--- config.mk ---
export PLATFORM = sky130hd
export DESIGN_NAME = uart_rx_ctrl_flat
export DESIGN_NICKNAME = d
export VERILOG_FILES = /design/src/rtl/uart_rx_ctrl_if.sv /design/src/rtl/uart_rx_ctrl.sv /design/src/flat_wrapper.sv
export SDC_FILE = /design/constraint.sdc
export NUM_CORES = 1
export LEC_CHECK = 0
export BUFFER_PORTS_ARGS = -buffer_cell sky130_fd_sc_hd__buf_2
export CAP_MARGIN = 30
export CELL_PAD_IN_SITES_DETAIL_PLACEMENT = 1
export CELL_PAD_IN_SITES_GLOBAL_PLACEMENT = 1
export CORE_ASPECT_RATIO = 1.5
export CORE_MARGIN = 3
export CORE_UTILIZATION = 44
export CTS_CLUSTER_DIAMETER = 150
export DETAILED_ROUTE_END_ITERATION = 7
export GPL_TIMING_DRIVEN = 0
export PLACE_DENSITY = 0.83
export SYNTH_ARGS = -nofsm -noshare
export SYNTH_HDL_FRONTEND = slang
export SYNTH_SLANG_ARGS = --single-unit
export TNS_END_PERCENT = 100
--- constraint.sdc ---
create_clock -name clk -period 4.2 [get_ports clk]
set_clock_uncertainty 0.2 [all_clocks]
set_input_delay 0.21 -clock clk [delete_from_list [all_inputs] [get_ports clk]]
set_output_delay 0.21 -clock clk [all_outputs]
set_load 0.01 [all_outputs]
--- src/rtl/uart_rx_ctrl_if.sv ---
// Signal bundle between the UART RX sequencer and the sampler/checker slices.
// The master side is the sequencer; the slave side is whatever drives the line and
// the checker results (the checker slices, or a testbench).
interface uart_rx_ctrl_if #(
  parameter int DATA_WIDTH = 8
);
  localparam int BW = $clog2(DATA_WIDTH) + 1;

  logic          RX_IN;
  logic          PAR_EN;
  logic [5:0]    Prescale;
  logic          strt_glitch;
  logic          par_err;
  logic          stp_err;
  logic [4:0]    edge_count;
  logic [BW-1:0] bit_count;
  logic          dat_samp_en;
  logic          deser_en;
  logic          start_check_en;
  logic          parity_check_en;
  logic          stop_check_en;
  logic          data_valid;

  modport master (
    input  RX_IN, PAR_EN, Prescale, strt_glitch, par_err, stp_err,
    output edge_count, bit_count, dat_samp_en, deser_en,
           start_check_en, parity_check_en, stop_check_en, data_valid
  );

  modport slave (
    output RX_IN, PAR_EN, Prescale, strt_glitch, par_err, stp_err,
    input  edge_count, bit_count, dat_samp_en, deser_en,
           start_check_en, parity_check_en, stop_check_en, data_valid
  );
endinterface

--- src/rtl/uart_rx_ctrl.sv ---
// UART RX sequencer: owns the oversampling edge counter and the data bit counter,
// walks each frame through START/DATA/PARITY/STOP and enables the sampler,
// deserializer and checkers in turn. data_valid pulses only for clean frames.
// Every output is a register; enables are computed from the next state so that
// they line up with the state/edge_count the downstream slices observe.
module uart_rx_ctrl #(
  parameter int DATA_WIDTH = 8
) (
  input  logic           clk,
  input  logic           rst,
  uart_rx_ctrl_if.master bus
);
  localparam int BW = $clog2(DATA_WIDTH) + 1;
  localparam logic [BW-1:0] LAST_BIT = BW'(DATA_WIDTH - 1);

  typedef enum logic [2:0] {IDLE, START, DATA, PARITY, STOP} state_t;

  state_t        state_reg, state_next;
  logic [4:0]    edge_reg, edge_next;
  logic [BW-1:0] bit_reg, bit_next;
  logic          par_en_q_reg, par_en_q_next;
  logic          data_valid_reg, data_valid_next;
  logic          dat_samp_en_reg, deser_en_reg;
  logic          start_chk_reg, par_chk_reg, stop_chk_reg;

  logic [5:0]    presc_eff;
  logic [4:0]    last_edge;
  logic [5:0]    deser_edge;
  logic          at_le;

  // Bit timing derived from Prescale: floor at 8, last edge capped at 31, and the
  // deserializer strobe one edge after the checker sample point (Prescale/2+2).
  always_comb begin
    presc_eff  = (bus.Prescale < 6'd8) ? 6'd8 : bus.Prescale;
    last_edge  = (presc_eff > 6'd32) ? 5'd31 : 5'(presc_eff - 6'd1);
    deser_edge = {1'b0, presc_eff[5:1]} + 6'd3;
    // ">=" keeps the counter bounded if Prescale shrinks mid-frame.
    at_le      = (edge_reg >= last_edge);
  end

  // Next-state, counters and data_valid decision.
  always_comb begin
    state_next      = state_reg;
    bit_next        = bit_reg;
    par_en_q_next   = par_en_q_reg;
    data_valid_next = 1'b0;
    case (state_reg)
      IDLE: begin
        if (!bus.RX_IN) begin
          state_next    = START;
          par_en_q_next = bus.PAR_EN;
        end
      end
      START: begin
        if (at_le) begin
          if (bus.strt_glitch) begin
            state_next = IDLE;
          end else begin
            state_next = DATA;
            bit_next   = '0;
          end
        end
      end
      DATA: begin
        if (at_le) begin
          if (bit_reg == LAST_BIT) begin
            state_next = par_en_q_reg ? PARITY : STOP;
          end else begin
            bit_next = bit_reg + 1'b1;
          end
        end
      end
      PARITY: begin
        if (at_le) begin
          state_next = STOP;
        end
      end
      STOP: begin
        if (at_le) begin
          state_next = IDLE;
          // A stale par_err from an earlier parity frame must not veto this one.
          data_valid_next = !bus.stp_err && (!par_en_q_reg || !bus.par_err);
        end
      end
      default: state_next = IDLE;
    endcase
    if (state_next == IDLE) begin
      bit_next = '0;
    end
    edge_next = (state_reg == IDLE || at_le) ? 5'd0 : edge_reg + 5'd1;
  end

  // State, counters and registered enables; reset aborts any frame in flight.
  always_ff @(posedge clk or posedge rst) begin
    if (rst) begin
      state_reg       <= IDLE;
      edge_reg        <= 5'd0;
      bit_reg         <= '0;
      par_en_q_reg    <= 1'b0;
      data_valid_reg  <= 1'b0;
      dat_samp_en_reg <= 1'b0;
      deser_en_reg    <= 1'b0;
      start_chk_reg   <= 1'b0;
      par_chk_reg     <= 1'b0;
      stop_chk_reg    <= 1'b0;
    end else begin
      state_reg       <= state_next;
      edge_reg        <= edge_next;
      bit_reg         <= bit_next;
      par_en_q_reg    <= par_en_q_next;
      data_valid_reg  <= data_valid_next;
      dat_samp_en_reg <= (state_next != IDLE);
      deser_en_reg    <= (state_next == DATA) && ({1'b0, edge_next} == deser_edge);
      start_chk_reg   <= (state_next == START);
      par_chk_reg     <= (state_next == PARITY);
      stop_chk_reg    <= (state_next == STOP);
    end
  end

  assign bus.edge_count      = edge_reg;
  assign bus.bit_count       = bit_reg;
  assign bus.dat_samp_en     = dat_samp_en_reg;
  assign bus.deser_en        = deser_en_reg;
  assign bus.start_check_en  = start_chk_reg;
  assign bus.parity_check_en = par_chk_reg;
  assign bus.stop_check_en   = stop_chk_reg;
  assign bus.data_valid      = data_valid_reg;
endmodule

--- src/flat_wrapper.sv ---
// flat-port wrapper written by rule: the top's interface ports become plain ports
module uart_rx_ctrl_flat 
#(
  parameter int DATA_WIDTH = 8
)
  (clk, rst, bus_RX_IN, bus_PAR_EN, bus_Prescale, bus_strt_glitch, bus_par_err, bus_stp_err, bus_edge_count, bus_bit_count, bus_dat_samp_en, bus_deser_en, bus_start_check_en, bus_parity_check_en, bus_stop_check_en, bus_data_valid);
  uart_rx_ctrl_if #(.DATA_WIDTH(DATA_WIDTH)) bus_i ();
  input  logic clk;
  input  logic rst;
  input wire logic [$bits(bus_i.RX_IN)-1:0] bus_RX_IN;
  input wire logic [$bits(bus_i.PAR_EN)-1:0] bus_PAR_EN;
  input wire logic [$bits(bus_i.Prescale)-1:0] bus_Prescale;
  input wire logic [$bits(bus_i.strt_glitch)-1:0] bus_strt_glitch;
  input wire logic [$bits(bus_i.par_err)-1:0] bus_par_err;
  input wire logic [$bits(bus_i.stp_err)-1:0] bus_stp_err;
  output wire logic [$bits(bus_i.edge_count)-1:0] bus_edge_count;
  output wire logic [$bits(bus_i.bit_count)-1:0] bus_bit_count;
  output wire logic [$bits(bus_i.dat_samp_en)-1:0] bus_dat_samp_en;
  output wire logic [$bits(bus_i.deser_en)-1:0] bus_deser_en;
  output wire logic [$bits(bus_i.start_check_en)-1:0] bus_start_check_en;
  output wire logic [$bits(bus_i.parity_check_en)-1:0] bus_parity_check_en;
  output wire logic [$bits(bus_i.stop_check_en)-1:0] bus_stop_check_en;
  output wire logic [$bits(bus_i.data_valid)-1:0] bus_data_valid;
  assign bus_i.RX_IN = bus_RX_IN;
  assign bus_i.PAR_EN = bus_PAR_EN;
  assign bus_i.Prescale = bus_Prescale;
  assign bus_i.strt_glitch = bus_strt_glitch;
  assign bus_i.par_err = bus_par_err;
  assign bus_i.stp_err = bus_stp_err;
  assign bus_edge_count = bus_i.edge_count;
  assign bus_bit_count = bus_i.bit_count;
  assign bus_dat_samp_en = bus_i.dat_samp_en;
  assign bus_deser_en = bus_i.deser_en;
  assign bus_start_check_en = bus_i.start_check_en;
  assign bus_parity_check_en = bus_i.parity_check_en;
  assign bus_stop_check_en = bus_i.stop_check_en;
  assign bus_data_valid = bus_i.data_valid;
  uart_rx_ctrl #(.DATA_WIDTH(DATA_WIDTH)) u_core (.clk(clk), .rst(rst), .bus(bus_i));
endmodule
==> flow_summary.json <==
{
  "run_status": "finished clean",
  "power_density_nw_per_um2": 501,
  "syn2layout_area_growth_pct": 17.2,
  "synth_seq_cells": 19,
  "synth_fp_nets": 177,
  "nets": 209,
  "worstSkewPairLatency_ns": 0.25,
  "min_to": "u_core.par_en_q_reg",
  "viasPerCell": 5.88,
  "synth_edf_count": 0,
  "rr_startpoint": "u_core.bus.edge_count[0]",
  "cts_tree": "yes",
  "fin_util_pct": 54.9,
  "combPwrFrac_pct": 50.4,
  "rr_worst_depth": 9,
  "grt-ovfl-total": 0,
  "fin_setup_tns_ns": 0,
  "synth_area_leader_cell": "dfrtp_1",
  "die_w_um": 51.9,
  "r2r-end": "u_core.bus.deser_en",
  "largest_register_ffs": 5,
  "power_frac_seq_pct": 34.2,
  "detail-route-antenna-nets": 0,
  "netlist_instances": 153,
  "ys_warn_count": 0,
  "layout-drive-gt1-share_pct": 21.2,
  "synth_area_sq_um": 1390,
  "cp_max_fo": 9,
  "grt_setup_unrepaired": "no",
  "first_global_vias": 1395,
  "layout_common_cells": "buf_2 (26), dfrtp_1 (19), nor2_1 (16)",
  "vias": 1312,
  "cts_sinks": 19,
  "core_sq_um": 2970,
  "initialDrtViolationCount": 28,
  "cts_resized": 0,
  "rows": 24,
  "fmax_mhz": 286,
  "final_area_sq_um": 1630,
  "antenna_found_initial": 0,
  "grt_max_degree": 20,
  "numCtsBuffers": 3,
  "cp.arrival_ns": 3.46,
  "critPathKind": "primary input to flip-flop",
  "synthDistinctLibCells": 43,
  "async_reset_ff_share_pct": 100,
  "grt_usage_pct": 21.4,
  "startpoint_type": "primary input",
  "min_period_ns": 3.50,
  "die_area_sq_um": 3890,
  "synth_top_area_share_pct": 34.1,
  "synth_area_leaders": "dfrtp_1 (34%), ha_1 (9.9%), nor2_1 (4.3%)",
  "crit_required_ns": 4.16,
  "initial_core_util_pct": 46.8,
  "num-fill-cells": 375,
  "maxCapViolCount": 0,
  "hp-start": "bus_PAR_EN",
  "n_antenna_cell": 0,
  "ir_drop_uv": 288,
  "timing.final.crit_share_pct": 83.4,
  "slew_headroom_pct": 51.3,
  "p_int_mw": 0.460,
  "final_hold_viol_count": 0,
  "avgSynthCellArea_sq_um": 9.10,
  "die_h_um": 74.9,
  "clockPowerShare_pct": 15.4,
  "finalWeightedCongestion": 0.808,
  "drc": 0,
  "ff2ff_setup_slack_ns": 1.47,
  "synth-main-ff-cell": "dfrtp_1",
  "p_sw_mw": 0.357,
  "wl_mm": 3.78,
  "clkSlewWorstSetupHoldPaths_ns": 0.07,
  "postCtsSetupBuffers": 0,
  "worstMarginPinSlew_ns": 0.730,
  "hold_class": "primary input to flip-flop",
  "setup_viol": 0,
  "end_kind": "flip-flop",
  "drv_slew": 0,
  "leakagePower_nw": 0.777,
  "dp_hpwl_mm": 3.05,
  "swShare_pct": 43.7,
  "hold_depth": 2,
  "h-tree-depth": 1,
  "ctsHoldBuffers": 2,
  "portBuffers": 25,
  "dpl-instance-area_sq_um": 1570,
  "grt_pass1_wl_mm": 6.30,
  "wl_per_cell_um": 16.9,
  "ys_seq_area_share_pct": 34.1,
  "cts_root_buffer": "clkbuf_8",
  "layout_commonest_cell": "buf_2",
  "clock_path_buffers": 2,
  "drt-pass1-iter-count": 4,
  "boundaryPins": 28
}
## power by group through the flow
stage / clock network (mW) / logic, mW / registers, mW
floorplan: 0 / 0.275 / 0.287
global placement: 0 / 0.391 / 0.277
detailed placement: 0 / 0.412 / 0.283
CTS: 0.129 / 0.415 / 0.281
global route: 0.136 / 0.456 / 0.288
finish: 0.126 / 0.412 / 0.279
## layout make-up
class | instances | area, sq um | share of cell area, %
clock buffer | 4 | 45.0 | 2.76
multi-input combinational | 126 | 878 | 53.8
inverter | 3 | 11.3 | 0.690
buffer | 5 | 27.5 | 1.69
tap | 39 | 48.8 | 2.99
sequential | 19 | 475 | 29.1
timing repair buffer | 27 | 145 | 8.90
## synth_stat cells (4+ instances only)
master    count
o21ai_0      11
xnor2_1       5
ha_1         11
o22ai_1       5
nor3_1        4
nor2_1       16
nand2_1      14
nand3_1       4
a21oi_1       7
nand3b_1      4
dfrtp_1      19
## cell families after synthesis
group                      after synthesis  synth area share (%)
adders and majority gates               11                  9.88
buffers and inverters                    8                  2.78
xor gates and xnor gates                 8                  5.03
and+or+nand+nor                         61                  23.8
AOI/OAI and AO/OA                       44                  22.7
DFF                                     19                  34.1
muxes                                    2                  1.62
## per-layer routing
metal	track usage (%)	up-vias	wire length, um
li1	-	622	-
met4	7.87	0	78
met1	21.5	653	1400
met3	1.19	6	97
met5	0	-	0
met2	44.2	31	2200
## worst max path at each step
| stage | slack [ns] | to | startpoint |
|---|---|---|---|
| after floorplan | 1.03 | u_core.bus.deser_en | bus_Prescale[4] |
| after global placement | 0.63 | u_core.bus.deser_en | bus_Prescale[4] |
| after detailed placement | 0.50 | u_core.bus.deser_en | bus_Prescale[4] |
| after CTS | 0.74 | u_core.bus.deser_en | bus_Prescale[4] |
| after global routing | 0.43 | u_core.bus.deser_en | bus_Prescale[4] |
| final | 0.70 | u_core.bus.deser_en | bus_Prescale[4] |
## per-stage QoR
step | std cells | worst slack [ns] | hold WS (ns) | power [mW]
after floorplan | 153 | 1.03 | -0.0389 | 0.562
after detailed placement | 217 | 0.496 | 0.181 | 0.694
after global placement | 217 | 0.628 | 0.162 | 0.668
final | 223 | 0.699 | 0.0164 | 0.817
after global routing | 223 | 0.428 | 0.0103 | 0.880
after CTS | 223 | 0.735 | 0.0130 | 0.825
## critical path, stage by stage
cell and delay, ns:
buf_2 0.15, or3_4 0.41, nand2_1 0.16, ha_1 0.25, nand2_1 0.10, nor2_1 0.14, o21ai_0 0.11, and3_1 0.22
ha_1 0.27, and2_1 0.18, a21o_1 0.19, clkbuf_1 0.21, a41oi_1 0.40, o211ai_1 0.20, nor4b_2 0.25
Note: power is estimated with default switching activity, not from simulation.
